<file path="src/rtl/qnigma_rtr_sol.sv">
// Router Solicitation transmit controller: waits a random delay, then requests a
// bounded burst of RS packets from the TX arbiter and backs off if no router answers.
module qnigma_rtr_sol #(
    parameter int MAX_SOL        = 3,
    parameter int SOL_INTERVAL_S = 4,
    parameter int MAX_DELAY_MS   = 1000,
    parameter int RETRY_S        = 60
) (
    input  logic         clk,
    input  logic         rst,
    input  logic         tick_ms,
    input  logic         tick_s,
    input  logic         en,
    input  logic         rtr_det,
    input  logic [9:0]   rnd,
    input  logic [127:0] lla,
    input  logic         lla_vld,
    output logic         tx_req,
    input  logic         tx_ack,
    output logic [127:0] tx_ip_dst,
    output logic [47:0]  tx_mac_dst,
    output logic [127:0] tx_ip_src,
    output logic         tx_opt_slla,
    output logic [1:0]   sol_cnt,
    output logic         sol_fail
);

    localparam logic [9:0]  DELAY_MAX = 10'(MAX_DELAY_MS - 1);
    localparam logic [15:0] SOL_INT   = 16'(SOL_INTERVAL_S);
    localparam logic [15:0] RETRY     = 16'(RETRY_S);
    localparam logic [1:0]  SOL_LAST  = 2'(MAX_SOL);

    typedef enum logic [2:0] {
        IDLE,
        DELAY,
        REQ,
        WAIT,
        FAIL
    } state_t;

    state_t         state_q, state_d;
    logic [9:0]     delay_ms_q, delay_ms_d;
    logic [15:0]    interval_s_q, interval_s_d;
    logic [15:0]    backoff_s_q, backoff_s_d;
    logic [1:0]     sol_cnt_q, sol_cnt_d;
    logic           sol_fail_q, sol_fail_d;
    logic           tx_req_q, tx_req_d;
    logic [127:0]   tx_ip_src_q, tx_ip_src_d;
    logic           tx_opt_slla_q, tx_opt_slla_d;
    logic           leave;

    assign leave = !en || rtr_det;

    always_comb begin
        state_d       = state_q;
        delay_ms_d    = delay_ms_q;
        interval_s_d  = interval_s_q;
        backoff_s_d   = backoff_s_q;
        sol_cnt_d     = sol_cnt_q;
        sol_fail_d    = sol_fail_q;
        tx_req_d      = tx_req_q;
        tx_ip_src_d   = tx_ip_src_q;
        tx_opt_slla_d = tx_opt_slla_q;

        case (state_q)
            IDLE: begin
                if (en && !rtr_det) begin
                    state_d    = DELAY;
                    delay_ms_d = (rnd > DELAY_MAX) ? DELAY_MAX : rnd;
                    sol_cnt_d  = '0;
                    sol_fail_d = 1'b0;
                end else if (!en) begin
                    sol_cnt_d  = '0;
                    sol_fail_d = 1'b0;
                end
            end
            DELAY: begin
                if (leave) begin
                    state_d    = IDLE;
                    sol_cnt_d  = '0;
                    sol_fail_d = 1'b0;
                end else if (delay_ms_q == '0) begin
                    state_d       = REQ;
                    tx_req_d      = 1'b1;
                    tx_ip_src_d   = lla_vld ? lla : '0;
                    tx_opt_slla_d = lla_vld;
                end else if (tick_ms) begin
                    delay_ms_d = delay_ms_q - 10'd1;
                end
            end
            REQ: begin
                // An ack coinciding with an abort still counts the packet as sent.
                if (leave) begin
                    state_d  = IDLE;
                    tx_req_d = 1'b0;
                    if (tx_ack) begin
                        sol_cnt_d = sol_cnt_q + 2'd1;
                    end else if (!en) begin
                        sol_cnt_d  = '0;
                        sol_fail_d = 1'b0;
                    end
                end else if (tx_ack) begin
                    state_d      = WAIT;
                    tx_req_d     = 1'b0;
                    sol_cnt_d    = sol_cnt_q + 2'd1;
                    interval_s_d = SOL_INT;
                end
            end
            WAIT: begin
                if (leave) begin
                    state_d    = IDLE;
                    sol_cnt_d  = '0;
                    sol_fail_d = 1'b0;
                end else if (interval_s_q == '0) begin
                    if (sol_cnt_q == SOL_LAST) begin
                        state_d     = FAIL;
                        sol_fail_d  = 1'b1;
                        backoff_s_d = RETRY;
                    end else begin
                        state_d       = REQ;
                        tx_req_d      = 1'b1;
                        tx_ip_src_d   = lla_vld ? lla : '0;
                        tx_opt_slla_d = lla_vld;
                    end
                end else if (tick_s) begin
                    interval_s_d = interval_s_q - 16'd1;
                end
            end
            FAIL: begin
                if (leave) begin
                    state_d    = IDLE;
                    sol_cnt_d  = '0;
                    sol_fail_d = 1'b0;
                end else if (backoff_s_q == '0) begin
                    state_d = IDLE;
                end else if (tick_s) begin
                    backoff_s_d = backoff_s_q - 16'd1;
                end
            end
            default: begin
                state_d  = IDLE;
                tx_req_d = 1'b0;
            end
        endcase
    end

    always_ff @(posedge clk) begin
        if (rst) begin
            state_q       <= IDLE;
            delay_ms_q    <= '0;
            interval_s_q  <= '0;
            backoff_s_q   <= '0;
            sol_cnt_q     <= '0;
            sol_fail_q    <= 1'b0;
            tx_req_q      <= 1'b0;
            tx_ip_src_q   <= '0;
            tx_opt_slla_q <= 1'b0;
        end else begin
            state_q       <= state_d;
            delay_ms_q    <= delay_ms_d;
            interval_s_q  <= interval_s_d;
            backoff_s_q   <= backoff_s_d;
            sol_cnt_q     <= sol_cnt_d;
            sol_fail_q    <= sol_fail_d;
            tx_req_q      <= tx_req_d;
            tx_ip_src_q   <= tx_ip_src_d;
            tx_opt_slla_q <= tx_opt_slla_d;
        end
    end

    assign tx_req      = tx_req_q;
    assign tx_ip_src   = tx_ip_src_q;
    assign tx_opt_slla = tx_opt_slla_q;
    assign sol_cnt     = sol_cnt_q;
    assign sol_fail    = sol_fail_q;
    assign tx_ip_dst   = 128'hff02_0000_0000_0000_0000_0000_0000_0002;
    assign tx_mac_dst  = 48'h3333_0000_0002;

endmodule
</file>
<file path="config.mk">
export PLATFORM = sky130hd
export DESIGN_NAME = qnigma_rtr_sol
export DESIGN_NICKNAME = d
export VERILOG_FILES = /design/src/rtl/qnigma_rtr_sol.sv
export SDC_FILE = /design/constraint.sdc
export NUM_CORES = 1
export LEC_CHECK = 0
export ABC_CLOCK_PERIOD_IN_PS = 5510
export BUFFER_PORTS_ARGS = -buffer_cell sky130_fd_sc_hd__buf_2
export CAP_MARGIN = 20
export CORE_AREA = 2 2 175 177
export CTS_BUF_LIST = sky130_fd_sc_hd__clkbuf_16
export DETAILED_ROUTE_END_ITERATION = 8
export DIE_AREA = 0 0 177 179
export PLACE_DENSITY_LB_ADDON = 0.1
export SLEW_MARGIN = 20
export SYNTH_ARGS = -nofsm -noshare
export SYNTH_HDL_FRONTEND = slang
export SYNTH_SLANG_ARGS = --single-unit
</file>
<file path="constraint.sdc">
create_clock -name clk -period 5.51 [get_ports clk]
set_input_delay 1.102 -clock clk [delete_from_list [all_inputs] [get_ports clk]]
set_output_delay 1.102 -clock clk [all_outputs]
set_load 0.05 [all_outputs]
</file>
==> results by group, run 1 <==
GRT
  – Largest net degree at the start of global routing: 74
  – Gr usage total: 16.7%
  – GR Overflow Total: 0
  – Vias in the first global route: 7358
  – First-pass GRT wire length: 41.5 mm
  – Antenna violations before repair: 8

Logic synthesis
  – Ys async rst share: 0%
  – Main area contributors after synthesis: dfxtp_1, buf_4, a21oi_1
  – Syn. warnings: 0
  – Most numerous cell in the Yosys netlist: dfxtp_1
  – Sequential area share after synthesis: approximately two fifths
  – Synth Cell Area: a little under 9000 µm²
  – Yosys reg bits: 178
  – Cell taking the most area after synthesis: dfxtp_1
  – Mapped Avg Cell Area: 7.86 µm²
  – Area share of the largest cell type after synthesis: 40.1%
  – Primary FF master, synth: dfxtp_1
  – Synth top cells by count: dfxtp_1, buf_4, a21oi_1
  – Mapped Cells: about 1100
  – Library cells used by synthesis: slightly below 60
  – Post-synth EDFFs: 0

STA
  – Final hold vios: 0
  – Worst-margin pin slew: between 0.9 and 1 ns
  – Period minus WS final: between 3 and 4 ns
  – Period utilization: between 60% and 70%
  – Max Slew Vio Count: 0
  – Smallest hold slack: about 0.45 ns
  – Clock Skew: 0.0113 ns
  – Fmax: approximately 0.28 GHz
  – Relative slew slack: 35.5%
  – Final Setup Violations: 0
  – RSZ-0062 raised after global routing: false
  – Setup TNS: 0 ns

Floorplan
  – Die W: ~180 µm
  – Chip height: between 150 and 200 µm
  – Rows: 64
  – Die area: about 32000 µm²
  – Core area: about 30000 µm²
  – IO Pins: between 400 and 500
  – Initial Util: 29.6%

Setup path
  – Number of cells on the worst reg-to-reg path: 6
  – Internal reg-to-reg setup slack: between 1.5 and 2 ns
  – CP arrival: 3.90 ns
  – Worst setup SP type: register
  – FF-to-FF Start: state_q[0]
  – Setup crit start: state_q[0]
  – Worst R2R End: tx_ip_src[39]
  – Crit. End Element: register
  – Peak fanout along the critical path: 64
  – Crit Path Category: register to register
  – Worst EP required: ~5.9 ns

Detailed routing
  – DR vias: 8182
  – Routed Antenna Nets: 0
  – Via-per-instance ratio: 4.63
  – Drt drc: 0
  – Total Wirelength: between 20 and 30 mm
  – Drt wl/cell: 15.6 µm
  – Initial DRT Pass Iterations: 5
  – Starting DRT DRC Count: ~580

Power
  – Leak Pwr: around 4.5 nW
  – PwrDens: ~280 nW/µm²
  – Total power: between 2 and 3 mW
  – Worst VDD drop: between 0.2 and 0.25 mV

Min path
  – Hold path endpoint: tx_ip_src[46]
  – Hold path depth: 2
  – Hold Path Class: register to register
  – Hold path start: tx_ip_src[46]

Clock network
  – CTS Buf Count: 17
  – Number of hold buffers added after cts: 0
  – Post-CTS Repair Setup Buffers: 0
  – Clk pin slew, worst setup/hold paths: 0.06 ns
  – CTS root buffer: clkbuf_16
  – Worst skew pair latency: approximately 0.44 ns
  – CTS tree: yes
  – CTS resizes: 0
  – Clock buffer depth: 2
  – CTS HTree Levels: 4
  – Sink Count: 178

Place
  – PortBufs: 278
  – Placed Area: between 9000 and 10000 µm²
  – DP HPWL: just under 20 mm
  – Routability cong.: around 0.76

Layout
  – Post-layout util: roughly a third
  – Share of layout cells above drive strength 1: 24.0%
  – P&R area growth vs syn: 17.7%
  – Final Instance Area: 10500 µm²
  – Nets: between 1500 and 2000

Flow run
  – Max-cap violations: 0

Outcome
  – Status: complete, no violations
[worst max-delay path, cell delays in order, from the launching register on]
cell and delay, ns:
dfxtp_1 0.76, clkinv_1 0.48, a2111oi_0 0.77, o211a_4 0.79
buf_4 0.39, nand3_1 0.11, a21oi_1 0.16
[placed cells by master, fill, tap and decap left out, types with 5 or more instances in the layout]
| cell type | n |
|---|---|
| nand2_1 | 163 |
| clkinvlp_4 | 5 |
| nor2_1 | 21 |
| nor4_1 | 8 |
| o41ai_1 | 8 |
| buf_4 | 11 |
| nand4_1 | 6 |
| nand3_1 | 138 |
| conb_1 | 176 |
| a31oi_1 | 5 |
| dfxtp_1 | 178 |
| inv_1 | 13 |
| buf_2 | 276 |
| o21a_1 | 6 |
| clkbuf_16 | 17 |
| o31ai_1 | 20 |
| or4_1 | 19 |
| a21oi_1 | 174 |
| nor3_1 | 6 |
| o21ai_0 | 23 |
| o211ai_1 | 5 |
| or3_1 | 11 |
[logic make-up (layout without fill, tap and decap cells)]
kind of cell             count (synthesis)  after routing  synth area share [%]
AO/OA/AOI/OAI                          269            269                  17.5
XOR/XNOR                                 1              1                0.0985
adder cells (fa/ha/maj)                  4              4                 0.563
buffers and inverters                  268            332                  19.0
flip-flops                             178            178                  40.1
multiplexers                             1              1                 0.113
other                                    2            179                0.0845
AND/OR/NAND/NOR                        408            408                  22.6
[stage by stage]
step	setup WS, ns	std cells
2_1_floorplan	2.83	1305
3_3_place_gp	1.80	1733
3_5_place_dp	1.74	1733
4_1_cts	1.92	1765
5_1_grt	1.52	1765
6_report	1.97	1768
[metal layers]
layer  track usage, %  share of wire (%)  vias up
met5                0               0.21        -
met4             5.03                1.4       10
li1                 -                  -     4049
met3             6.96                8.6       31
met1             21.5                 43     3826
met2             25.4                 47      266
[final cells by class]
class                      count  area, µm²
sequential                   178       3560
timing repair buffer         288       1480
inverter                      12       45.0
fill                        3290      19600
multi-input combinational    859       4300
clock buffer                  17        425
antenna                        3       7.51
clock inverter                15        143
tap                          396        495
[registers in the layout, indices dropped and copies added (netlist names)]
signal,cells
interval_s_q,16
backoff_s_q,16
tx_req,1
sol_fail,1
tx_opt_slla,1
delay_ms_q,10
tx_ip_src,128
sol_cnt,2
state_q,3
[how the worst max path moves through the flow]
stage,end,slack [ns],cells past startpoint
after detailed placement,tx_ip_src[44],1.74,7
after floorplan,backoff_s_q[2],2.83,8
after global routing,tx_ip_src[35],1.52,6
final,tx_ip_src[39],1.97,6
after CTS,tx_ip_src[39],1.92,6
after global placement,tx_ip_src[36],1.80,7
[report_power, final]
group          internal, mW  leakage [nW]  switching [mW]
Combinational        0.0702          2.84           0.395
Sequential             1.30          1.44         0.00984
Clock                 0.663         0.267           0.546
Note: power is estimated with default switching activity, not from simulation.
==> run 2: changes to the inputs <==
Settings changed: ABC_AREA set to 1, ABC_CLOCK_PERIOD_IN_PS 5510 to 3200, CORE_AREA 2 2 175 177 to 2 2 176 178, DIE_AREA 0 0 177 179 to 0 0 178 180.
Clock period 5.51 ns to 3.2 ns, I/O delays scaled along.
==> run 2 against run 1 <==
Compared with the run above: die area grew 1.1%; synthesized cell count is 44% higher; final cell count increased by 28%; combinational power grew to 9.7 times the previous value; worst hold slack improved by 0.012 ns; setup slack lost 1.3 ns; largest power group is now combinational logic.
==> results by group, run 2 <==
Setup path
  – Buf/Inv on CP: 1
  – Number of cells on the worst reg-to-reg path: 7
  – Crit Path Category: register to register
  – CP arrival: between 2 and 3 ns
  – Worst setup SP type: register
  – Slowest cell on the critical path: dfxtp_1
  – Delay-heaviest family, CP: simple AND/OR/NAND/NOR gates
  – Cell count along the critical path: 7
  – Crit. End Element: register
  – Most frequent CP cell: nand2_1
  – Slowest stage delay, CP: 0.56 ns
  – Internal reg-to-reg setup slack: 0.69 ns
  – FF-to-FF Start: state_q[0]
  – CP cell instances: nand2_1, nand2_1, o21ai_1, nor2_4, buf_4, nand3_1, a21oi_1
  – Peak fanout along the critical path: 48
  – Worst EP required: between 3 and 4 ns
  – Setup crit start: state_q[0]

GRT
  – Vias in the first global route: ~9000
  – Gr usage total: roughly 19%
  – Largest net degree at the start of global routing: a little over 80
  – First-pass GRT wire length: approximately 48 mm
  – GR Overflow Total: 0
  – Antenna violations before repair: 2

Layout
  – Finished Layout Cells: ~2300
  – Max reg flops: 128
  – Share of layout cells above drive strength 1: 20.1%
  – Nets: 1996
  – Layout fillers: around 3300
  – P&R area growth vs syn: 13.7%
  – Commonest non-fill, non-tap cell in the layout: nand2_1
  – Most frequent cells in the layout: nand2_1, buf_2, inv_1

Logic synthesis
  – Post-synth EDFFs: 0
  – Synth top cells by count: nand2_1, buf_4, inv_1
  – Post-Synth Adder-Cell Area: less than 1%
  – Ys async rst share: 0%
  – Area fraction in compound gates after synthesis: about 10%
  – Cell taking the most area after synthesis: dfxtp_1
  – Area share of the largest cell type after synthesis: 33.4%
  – Library cells used by synthesis: 33
  – Simple-gate share of the synthesized area: a little under a third
  – Sequential area share after synthesis: 33.4%
  – Mapped Cells: between 1500 and 2000
  – Mapped Avg Cell Area: ~6.6 µm²
  – Syn. warnings: 0
  – Most numerous cell in the Yosys netlist: nand2_1
  – Main area contributors after synthesis: dfxtp_1, nand2_1, buf_4
  – Synth Cell Area: 10700 µm²
  – Post-synthesis mux area share: 0%
  – Main combinational cell family by area after synthesis: simple AND/OR/NAND/NOR gates
  – Yosys reg bits: around 180
  – XOR/XNOR share of the synthesized area: less than 1%
  – Primary FF master, synth: dfxtp_1

Min path
  – Hold path start: tx_ip_src[40]
  – Hold Path Class: register to register
  – Hold path depth: 2

Floorplan
  – Chip height: 180 µm
  – Die W: between 150 and 200 µm
  – Core area: 30200 µm²
  – Initial Util: between 30% and 40%
  – Rows: 64
  – Die area: around 32000 µm²
  – IO Pins: 455

STA
  – Worst-margin pin slew: around 0.71 ns
  – Clock Skew: between 0.015 and 0.02 ns
  – Relative slew slack: 52.4%
  – RSZ-0062 raised after global routing: false
  – Setup TNS: 0 ns
  – Period utilization: about four fifths
  – Final hold vios: 0
  – Final Setup Violations: 0
  – Period minus WS final: 2.51 ns
  – Max Slew Vio Count: 0
  – Fmax: about 0.4 GHz

Clock network
  – CTS resizes: 0
  – CTS tree: yes
  – CTS HTree Levels: 4
  – Sink Count: roughly 180
  – Clk pin slew, worst setup/hold paths: about 0.070 ns
  – Post-CTS Repair Setup Buffers: 0
  – Number of hold buffers added after cts: 0
  – CTS Buf Count: 17
  – Clock buffer depth: 2
  – Worst skew pair latency: 0.44 ns
  – CTS root buffer: clkbuf_16

Detailed routing
  – Drt drc: 0
  – Routed Antenna Nets: 0
  – Starting DRT DRC Count: 574
  – DR vias: ~9900
  – Via-per-instance ratio: 4.38
  – Drt wl/cell: approximately 13 µm
  – Total Wirelength: about 30 mm
  – Initial DRT Pass Iterations: 5

Power
  – Leak Pwr: approximately 6.5 nW
  – Worst VDD drop: 0.539 mV
  – PwrDens: between 700 and 800 nW/µm²

Outcome
  – Status: complete, no violations

Flow run
  – Max-cap violations: 0

Place
  – Routability cong.: just over 0.8
  – DP HPWL: between 20 and 25 mm
  – PortBufs: 278
  – Dpl cells: between 2000 and 2500
run 2: tightest hold or removal path, cell delays in order, from the launching register on:
cell     delay, ns
dfxtp_1       0.31
nand2_1       0.06
a21oi_1       0.05
run 2: final cells by class:
type                    instances  area (µm²)  area share (%)
multi-input cells            1173        5240            43.2
inverters                     185         697            5.74
clock buffers                  17         425            3.50
clock inverters                15         113           0.927
flip-flops and latches        178        3560            29.3
well taps                     396         495            4.08
diodes                          1        2.50          0.0206
repair buffers                291        1610            13.2
run 2: per-layer routing:
| metal | share of wire (%) | track usage, % | wire length, µm |
|---|---|---|---|
| met5 | 0.043 | 0 | 13 |
| met3 | 7.4 | 6.01 | 2230 |
| met1 | 45 | 23.9 | 13700 |
| met4 | 1.0 | 4.07 | 310 |
| met2 | 46 | 30.2 | 14000 |
run 2: final timing paths:
kind | endpoint
worst max register to register | tx_ip_src[117]
worst min register to register | tx_ip_src[40]
worst max-delay path | tx_ip_src[117]
worst min-delay path | tx_ip_src[40]
run 2: kinds of logic after synthesis:
group / count (synthesis)
DFF: 178
xor gates and xnor gates: 7
AOI/OAI and AO/OA: 208
buffers and inverters: 448
and+or+nand+nor: 778
other: 2
adders and majority gates: 4
run 2: power breakdown:
part | total [mW] | internal, mW | leakage, nW | switching [mW]
registers | 2.76 | 2.54 | 1.44 | 0.223
clock network | 1.99 | 1.00 | 0.260 | 0.986
logic | 4.50 | 1.08 | 4.84 | 3.42
run 2: per-stage QoR:
step | area (µm²) | setup WS, ns | utilization (%) | power, mW | hold slack (ns)
floorplan | 11300 | 1.34 | - | 6.66 | 0.458
global placement | 11600 | 0.693 | 38.4 | 7.35 | 0.448
detailed placement | 11600 | 0.648 | 38.4 | 7.35 | 0.452
CTS | 12100 | 0.632 | 40.2 | 9.37 | 0.464
global route | 12100 | 0.406 | 40.2 | 9.90 | 0.478
finish | 12100 | 0.692 | 40.2 | 9.26 | 0.461
==> run 3: changes to the inputs <==
Settings changed: ABC_CLOCK_PERIOD_IN_PS 3200 to 2300.
Clock period 3.2 ns to 2.3 ns, I/O delays scaled along.
==> run 3 against run 2 <==
Compared with the run above: final cell count grew 1.1%; non-clock buffer count grew 26; flip-flop and latch count is the same; clock skew grew 0.015 ns; sequential share of layout area shrank 0.75 points; cell area grew 2.6%; combinational power grew 48%; critical path depth grew 3; sequential power grew 39%; maximum frequency grew 19%; critical endpoint is now tx_ip_src[58].
==> results by group, run 3 (synthesis results as in run 2) <==
Layout
  – Post-layout util: 41.3%
  – Max reg flops: roughly 130
  – Commonest non-fill, non-tap cell in the layout: nand2_1
  – P&R area growth vs syn: 16.7%
  – Nets: 2022
  – Antenna diodes: 0
  – Most frequent cells in the layout: nand2_1, buf_2, inv_1
  – Finished Layout Cells: ~2300
  – Share of layout cells above drive strength 1: 21.4%

GRT
  – Antenna violations before repair: 3
  – GR Overflow Total: 0
  – Largest net degree at the start of global routing: a little under 70
  – First-pass GRT wire length: 48.1 mm
  – Gr usage total: 18.5%
  – Vias in the first global route: about 9000

Detailed routing
  – Routed Antenna Nets: 0
  – Drt drc: 0
  – Total Wirelength: around 31 mm
  – Initial DRT Pass Iterations: 5
  – DR vias: between 10000 and 15000
  – Via-per-instance ratio: approximately 4.4
  – Starting DRT DRC Count: 500
  – Drt wl/cell: between 10 and 15 µm

Outcome
  – Status: complete, no violations

Setup path
  – Peak fanout along the critical path: 32
  – Crit. End Element: register
  – Crit Path Category: register to register
  – Worst EP required: approximately 2.6 ns
  – Worst setup SP type: register
  – CP arrival: about 2.4 ns

Clock network
  – Sink Count: 178
  – CTS root buffer: clkbuf_16
  – CTS tree: yes
  – CTS Buf Count: 17
  – CTS HTree Levels: 4
  – Worst skew pair latency: around 0.45 ns
  – Clk pin slew, worst setup/hold paths: 0.08 ns
  – Clock buffer depth: 2

STA
  – Final hold vios: 0
  – RSZ-0062 raised after global routing: false
  – Max Slew Vio Count: 0
  – Period minus WS final: about 2.1 ns
  – Setup TNS: 0 ns
  – Fmax: about 0.48 GHz
  – Final Setup Violations: 0
  – Smallest hold slack: approximately 0.32 ns
  – Clock Skew: about 0.032 ns
  – Period utilization: approximately nine tenths

Floorplan
  – Rows: between 60 and 70
  – IO Pins: between 400 and 500
  – Core area: around 30000 µm²
  – Die area: roughly 32000 µm²
  – Initial Util: ~35%
  – Chip height: 180 µm
  – Die W: around 180 µm

Power
  – Worst VDD drop: 0.650 mV
  – Leak Pwr: roughly 6.7 nW
  – PwrDens: 1080 nW/µm²
  – Clock power share: 21.9%
  – Comb power frac: 49.5%
  – Reg power frac: between 20% and 30%
  – Net switching power figure: 6.65 mW
  – Cell internal pwr: a little under 7 mW
  – Sw Share: between 40% and 50%

Flow run
  – Max-cap violations: 0

Place
  – Routability cong.: between 0.8 and 0.9
  – PortBufs: roughly 280
  – Dpl cells: about 2200
  – DP HPWL: 21.7 mm

Min path
  – Hold Path Class: primary input to register
run 3: cell types whose count changed in the layout (fill, tap and decap cells not counted), moves of 2 or more:
cell        previous run  this run
clkinv_8               0         4
buf_4                  6        27
buf_12                 9        13
clkinvlp_4             3         0
inv_8                  1         4
clkinv_4               5         1
inv_6                  2         4
run 3: final cells by class:
cell class	count	area [µm²]
clock buffers	17	425
clock inverters	15	164
fillers	3298	17700
inverters	185	697
multi-input cells	1173	5250
flip-flops and latches	178	3560
well taps	396	495
repair buffers	317	1870
run 3: path summary, 6_finish.rpt:
check	depth (start not counted)	to	from	slack, ns
setup reg to reg	10	tx_ip_src[58]	delay_ms_q[0]	0.20
setup / recovery	10	tx_ip_src[58]	delay_ms_q[0]	0.20
hold reg to reg	2	tx_ip_src[49]	tx_ip_src[49]	0.46
hold / removal	2	tx_ip_src[50]	rst	0.32
run 3: per-layer routing:
metal  vias up  routed length [µm]  GRT usage, %
met5         -                  33             0
met4         6                 341          4.07
met3        26                2220          5.14
met2       305               14600          30.4
met1      4571               13500          24.1
li1       5187                   -             -
run 3: repair_timing:
item | 4_1_cts | 5_1_grt
setup endpoints to repair | 0 | 26
hold buffers | 0 | 0
resized for setup | 0 | 2
setup buffers | 0 | 1
run 3: power by group through the flow:
| stage | combinational, mW | sequential [mW] | clock (mW) |
|---|---|---|---|
| after floorplan | 4.18 | 5.08 | 0 |
| after global placement | 6.60 | 3.91 | 0 |
| final | 6.66 | 3.85 | 2.96 |
| after global routing | 7.31 | 3.91 | 3.16 |
| after CTS | 6.63 | 3.85 | 3.04 |
| after detailed placement | 6.61 | 3.91 | 0 |
run 3: through the flow:
step / setup slack [ns] / area (µm²) / total power, mW
after CTS: 0.157 / 12400 / 13.5
after floorplan: 0.442 / 11300 / 9.26
after detailed placement: 0.166 / 11800 / 10.5
after global routing: 0.0123 / 12500 / 14.4
final: 0.196 / 12500 / 13.5
after global placement: 0.180 / 11800 / 10.5
run 3: critical path, cell delays in order, from the launching register on:
cell and delay, ns:
dfxtp_1 0.31, inv_1 0.11, ha_1 0.21, nand2_1 0.09
nor2_1 0.09, nand3_1 0.16, a21oi_1 0.35, nand2_4 0.26
buf_12 0.25, nand2_1 0.07, a21oi_1 0.06
